[config.mk]
export PLATFORM = sky130hd
export DESIGN_NAME = carrier_sense_detector
export DESIGN_NICKNAME = d
export VERILOG_FILES = /design/src/rtl/carrier_sense_detector_pkg.sv /design/src/rtl/carrier_sense_detector_power_window_avg.sv /design/src/rtl/carrier_sense_detector.sv
export SDC_FILE = /design/constraint.sdc
export NUM_CORES = 2
export LEC_CHECK = 0
export CAP_MARGIN = 20
export CELL_PAD_IN_SITES_DETAIL_PLACEMENT = 0
export CELL_PAD_IN_SITES_GLOBAL_PLACEMENT = 1
export CORE_MARGIN = 4
export CORE_UTILIZATION = 23
export DETAILED_ROUTE_END_ITERATION = 10
export GPL_TIMING_DRIVEN = 0
export PLACE_DENSITY = 0.44
export SETUP_SLACK_MARGIN = 0.2
export SLEW_MARGIN = 10
export SYNTH_ARGS = -nofsm -noshare
export SYNTH_HDL_FRONTEND = slang
export SYNTH_HIERARCHICAL = 1
export SYNTH_SLANG_ARGS = --single-unit
[constraint.sdc]
create_clock -name clk -period 9.3 [get_ports clk]
set_clock_uncertainty 0.15 [all_clocks]
set_input_delay 2.325 -clock clk [delete_from_list [all_inputs] [get_ports clk]]
set_output_delay 2.325 -clock clk [all_outputs]
set_load 0.02 [all_outputs]
[src/rtl/carrier_sense_detector_pkg.sv]
// Shared carrier-sense definitions: FSM state encodings and default thresholds,
// also used by the backoff generator status logic.
package carrier_sense_detector_pkg;

  typedef logic [1:0] cs_state_t;

  localparam logic [1:0] ST_WARMUP  = 2'd0;
  localparam logic [1:0] ST_IDLE    = 2'd1;
  localparam logic [1:0] ST_PRESENT = 2'd2;

  localparam logic [31:0] DEF_THRESHOLD_ON  = 32'd5000;
  localparam logic [31:0] DEF_THRESHOLD_OFF = 32'd2000;

endpackage

[src/rtl/carrier_sense_detector_power_window_avg.sv]
// S1+S2 of the carrier-sense pipeline: sample power |x|^2 and a 2^LOG2_WIN-sample
// moving average built from a circular buffer and a running sum.
module power_window_avg #(
  parameter int SAMPLE_W = 16,
  parameter int LOG2_WIN = 4
) (
  input  logic                       clk,
  input  logic                       rst,
  input  logic                       flush,
  input  logic                       sample_en,
  input  logic signed [SAMPLE_W-1:0] i_in,
  input  logic signed [SAMPLE_W-1:0] q_in,
  output logic [31:0]                power_avg,
  output logic                       avg_valid,
  output logic                       window_full
);
  import carrier_sense_detector_pkg::*;

  localparam int WIN   = 1 << LOG2_WIN;
  localparam int SUM_W = 32 + LOG2_WIN;
  localparam logic [LOG2_WIN:0]   FILL_MAX = WIN[LOG2_WIN:0];
  localparam logic [LOG2_WIN:0]   FILL_ONE = {{LOG2_WIN{1'b0}}, 1'b1};
  localparam logic [LOG2_WIN-1:0] PTR_ONE  = {{(LOG2_WIN-1){1'b0}}, 1'b1};

  logic signed [2*SAMPLE_W-1:0] ii, qq;
  logic [31:0]         p_q;
  logic                p_valid;
  logic [31:0]         win_mem [WIN];
  logic [LOG2_WIN-1:0] wr_ptr;
  logic [LOG2_WIN:0]   fill_q;
  logic [SUM_W-1:0]    sum_q, sum_next;
  logic [31:0]         oldest;

  assign ii = i_in * i_in;
  assign qq = q_in * q_in;

  always_ff @(posedge clk or negedge rst) begin
    if (!rst) begin
      p_q     <= '0;
      p_valid <= 1'b0;
    end else if (flush) begin
      p_q     <= '0;
      p_valid <= 1'b0;
    end else begin
      p_valid <= sample_en;
      if (sample_en) p_q <= 32'($unsigned(ii)) + 32'($unsigned(qq));
    end
  end

  assign window_full = (fill_q == FILL_MAX);
  // The oldest entry only leaves the sum once the window has been filled once.
  assign oldest   = window_full ? win_mem[wr_ptr] : 32'd0;
  assign sum_next = sum_q + SUM_W'(p_q) - SUM_W'(oldest);

  always_ff @(posedge clk or negedge rst) begin
    if (!rst) begin
      sum_q     <= '0;
      fill_q    <= '0;
      wr_ptr    <= '0;
      power_avg <= '0;
      avg_valid <= 1'b0;
    end else if (flush) begin
      sum_q     <= '0;
      fill_q    <= '0;
      wr_ptr    <= '0;
      power_avg <= '0;
      avg_valid <= 1'b0;
    end else begin
      avg_valid <= p_valid;
      if (p_valid) begin
        sum_q     <= sum_next;
        power_avg <= sum_next[SUM_W-1:LOG2_WIN];
        wr_ptr    <= wr_ptr + PTR_ONE;
        if (!window_full) fill_q <= fill_q + FILL_ONE;
      end
    end
  end

  always_ff @(posedge clk) begin
    if (p_valid && !flush) win_mem[wr_ptr] <= p_q;
  end

endmodule

[src/rtl/carrier_sense_detector.sv]
// Energy-based carrier sense: windowed average power judged against on/off
// thresholds with a release hold-off; result feeds the backoff generator.
module carrier_sense_detector #(
  parameter int SAMPLE_W = 16,
  parameter int LOG2_WIN = 4,
  parameter int HOLD_W   = 16
) (
  input  logic                       clk,
  input  logic                       rst,
  input  logic                       strobe,
  input  logic                       run_rx,
  input  logic signed [SAMPLE_W-1:0] i_in,
  input  logic signed [SAMPLE_W-1:0] q_in,
  input  logic [31:0]                threshold_on,
  input  logic [31:0]                threshold_off,
  input  logic [HOLD_W-1:0]          min_hold,
  output logic                       carrier_present,
  output logic [31:0]                power_avg,
  output logic [1:0]                 fsm_state
);
  import carrier_sense_detector_pkg::*;

  // Handshake: a sample is consumed on every clock where strobe && run_rx; there is
  // no back-pressure. run_rx low flushes the whole pipeline and wins over strobe.
  logic sample_en, flush, avg_valid, window_full;
  assign sample_en = strobe & run_rx;
  assign flush     = ~run_rx;

  power_window_avg #(
    .SAMPLE_W(SAMPLE_W),
    .LOG2_WIN(LOG2_WIN)
  ) u_window (
    .clk        (clk),
    .rst        (rst),
    .flush      (flush),
    .sample_en  (sample_en),
    .i_in       (i_in),
    .q_in       (q_in),
    .power_avg  (power_avg),
    .avg_valid  (avg_valid),
    .window_full(window_full)
  );

  cs_state_t         state, state_n;
  logic [HOLD_W-1:0] hold, hold_n;
  logic [HOLD_W:0]   hold_inc, hold_limit;

  assign hold_inc   = {1'b0, hold} + {{HOLD_W{1'b0}}, 1'b1};
  assign hold_limit = (min_hold == '0) ? {{HOLD_W{1'b0}}, 1'b1} : {1'b0, min_hold};

  always_comb begin
    state_n = state;
    hold_n  = hold;
    case (state)
      ST_WARMUP: begin
        if (window_full) begin
          if (power_avg >= threshold_on) begin
            state_n = ST_PRESENT;
            hold_n  = '0;
          end else begin
            state_n = ST_IDLE;
          end
        end
      end
      ST_IDLE: begin
        if (power_avg >= threshold_on) begin
          state_n = ST_PRESENT;
          hold_n  = '0;
        end
      end
      ST_PRESENT: begin
        if (power_avg < threshold_off) begin
          // Saturate rather than wrap; a saturated count always exceeds the limit.
          hold_n = hold_inc[HOLD_W] ? hold : hold_inc[HOLD_W-1:0];
          if (hold_inc >= hold_limit) state_n = ST_IDLE;
        end else begin
          hold_n = '0;
        end
      end
      default: state_n = ST_WARMUP;
    endcase
  end

  always_ff @(posedge clk or negedge rst) begin
    if (!rst) begin
      state           <= ST_WARMUP;
      hold            <= '0;
      carrier_present <= 1'b0;
    end else if (flush) begin
      state           <= ST_WARMUP;
      hold            <= '0;
      carrier_present <= 1'b0;
    end else if (avg_valid) begin
      state           <= state_n;
      hold            <= hold_n;
      carrier_present <= (state_n == ST_PRESENT);
    end
  end

  assign fsm_state = state;

endmodule

==> results.tsv <==
metric	value	unit
Final setup viols	0	
Initial Util	23.2	%
FILL cells	20900	
Worst Hold Class	register to register	
DR iter-0 viols	1498	
I/O Buffers	148	
# rows	164	
Top Ports	151	
Max stage delay cell, worst path	fa_2	
WP data required	9.66	ns
core footprint	200000	um2
TritonCTS clock tree	built	
r2r startpoint	u_window/wr_ptr[1]	
Core Util, Final	27.9	%
H-tree Lvls	3	
r2r worst-path depth	18	
Die W	457	um
CP Capture Type	register	
top-count cell post-synth	inv_1	
nets	4955	
crit start category	input port	
Slew Limit Fails	0	
synth cell count leaders	inv_1, fa_1, edfxtp_1	
Placed Instances	6549	
hold_buf cts	0	
Cell Area, Synth	46400	um2
Worst-Margin Slew	1.04	ns
status	completed	
slowest stage delay, CP	0.57	ns
DRC viols	0	
flop2flop setup slack	2.46	ns
Async SR Flop Fraction	16.1	%
crit path kind	input port to register	
Synth Flop Type	edfxtp_1	
Worst EP arrival	9.31	ns
Die Ht	457	um
first-pass GRT wire length	210000	um
crit share post-route	96.2	%
family with the most delay on the worst path	adder cells	
Clock Tree Root	clkbuf_16	
clk sinks	610	
grt total ovfl	0	
Hold Crit Depth	2	
CTS Buffer Depth	3	
min cycle time layout	8.95	ns
final hold vios	0	
clock latency at the later pin of the worst-skew pair	0.63	ns
vias in the first global route	30700	
Synth-to-Final Area Change	20.3	%
gr usage total	13.5	%
Hold Path End	u_window/sum_q[3]	
max-cap viol count	0	
Slew HR	30.4	%
drt wl/cell	20.9	um
HP Start	u_window/sum_q[3]	
share of post-route cells with drive strength above 1	14.9	%
final wirelength	141000	um
number of synthesized flops with an enable pin	512	
initial antenna violation count	6	
pin count of the biggest net entering global routing	51	
Mapped Nets	4637	
Syn Inst Count	3699	
vias after detailed routing	27400	
DR vias/cell	4.08	
Yosys top cell by area	edfxtp_1	
clock slew at reported path FFs	0.06	ns
number of library cell types mapped by synthesis	82	
RSZ-0062 raised after global routing	yes	
Die Area	209000	um2
Reg-to-Reg End	u_window/power_avg[25]	
cts bufs inserted	70	
ranking of synthesized cells by area	edfxtp_1, fa_1, mux4_2	
final non-filler cell total	6730	
Max Fclk	0.112	GHz
CP Buf/Inv Count	9	
Detail Placement HPWL	114000	um
GPL Wtd Cong	0.794	
drt pass-1 iters	7	
#FFs+latches synth	610	
sequential share of the synthesized area	38.4	%
ANT nets after route	0	
Synth Warn #	6	
Critical Path Fanout Max	6	
cell seen most often among critical-path stages	fa_1	
Syn Area/Cell	12.6	um2
Synth top area share	33.1	%
==> worst min-delay path, stage by stage, from the launching register on <==
cell and delay, ns:
dfrtp_1 0.35, a2bb2oi_1 0.07, nor2_1 0.07
==> registers in the layout, summed over array words and instances, names as in the netlist <==
name / cells
fsm_state: 2
u_window/sum_q: 4
carrier_present: 1
u_window/p_q: 32
u_window/power_avg: 32
u_window/win_mem: 512
u_window/fill_q: 5
u_window/avg_valid: 1
u_window/p_valid: 1
u_window/wr_ptr: 4
hold: 16
==> kinds of logic (layout without fill, tap and decap cells) <==
| logic type | count (synthesis) | in the layout | share of synthesized area [%] |
|---|---|---|---|
| DFF | 610 | 610 | 38.4 |
| xor gates and xnor gates | 109 | 109 | 2.06 |
| buffers and inverters | 1001 | 1374 | 8.42 |
| adders and majority gates | 822 | 822 | 31.1 |
| muxes | 216 | 216 | 8.98 |
| and+or+nand+nor | 657 | 657 | 6.88 |
| AOI/OAI and AO/OA | 283 | 283 | 4.19 |
| other | 1 | 3 | 0.00808 |
==> layout by cell type (no fill, tap or decap), drive strengths merged, types with 98 or more instances in the layout <==
master / Yosys / routed
and2: 129 / 129
buf: 56 / 185
clkbuf: 83 / 172
clkdlybuf4s50: 0 / 117
dfrtp: 98 / 98
edfxtp: 512 / 512
fa: 552 / 552
ha: 270 / 270
inv: 860 / 859
mux4: 160 / 160
nand2: 203 / 203
nor2: 167 / 167
==> metal layers <==
layer | track usage (%) | wire length, um | part of all wire (%) | up-vias
met5 | 0 | 34 | 0.024 | -
met4 | 3.88 | 3800 | 2.7 | 6
met3 | 1.67 | 4750 | 3.4 | 154
met2 | 22.7 | 67100 | 48 | 458
met1 | 18.4 | 64900 | 46 | 14100
li1 | - | - | - | 12800
==> area by class of cell <==
class                   count  area (um2)  area share (%)
diodes                      2        5.00         0.00896
plain buffers             139        1280            2.30
clock buffers              93        1960            3.51
clock inverters            34         353           0.632
inverters                 862        3270            5.85
multi-input cells        2088       25200            45.2
flip-flops and latches    610       17800            31.9
well taps                2656        3320            5.95
repair buffers            246        2580            4.62
==> worst max path at each step <==
| stage | start | end | slack (ns) | cells past startpoint |
|---|---|---|---|---|
| 2_1_floorplan | q_in[15] | u_window/p_q[30] | 0.18 | 24 |
| 3_3_place_gp | q_in[15] | u_window/p_q[31] | -2.15 | 25 |
| 3_5_place_dp | q_in[15] | u_window/p_q[31] | -2.11 | 25 |
| 4_1_cts | q_in[15] | u_window/p_q[30] | 0.15 | 25 |
| 5_1_grt | i_in[3] | u_window/p_q[30] | 0.14 | 27 |
| 6_report | q_in[2] | u_window/p_q[24] | 0.35 | 28 |
==> what timing repair did <==
action	4_1_cts	5_1_grt
gates resized for setup	353	59
endpoints found under the hold margin	0	0
pin swaps	50	49
endpoints found under the setup margin	23	11
setup buffers	31	19
==> through the flow <==
step	hold WS (ns)	worst slack [ns]	setup TNS (ns)	area, um2
floorplan	0.323	0.175	0	46500
global route	0.419	0.142	0	55800
CTS	0.373	0.150	0	55500
finish	0.376	0.351	0	55800
global placement	0.357	-2.15	-218.42	51300
detailed placement	0.360	-2.11	-34.52	52000
Power is left out: the tool's default activity adds up to more than one toggle a clock period on the data nets, which glitch-free logic cannot reach.
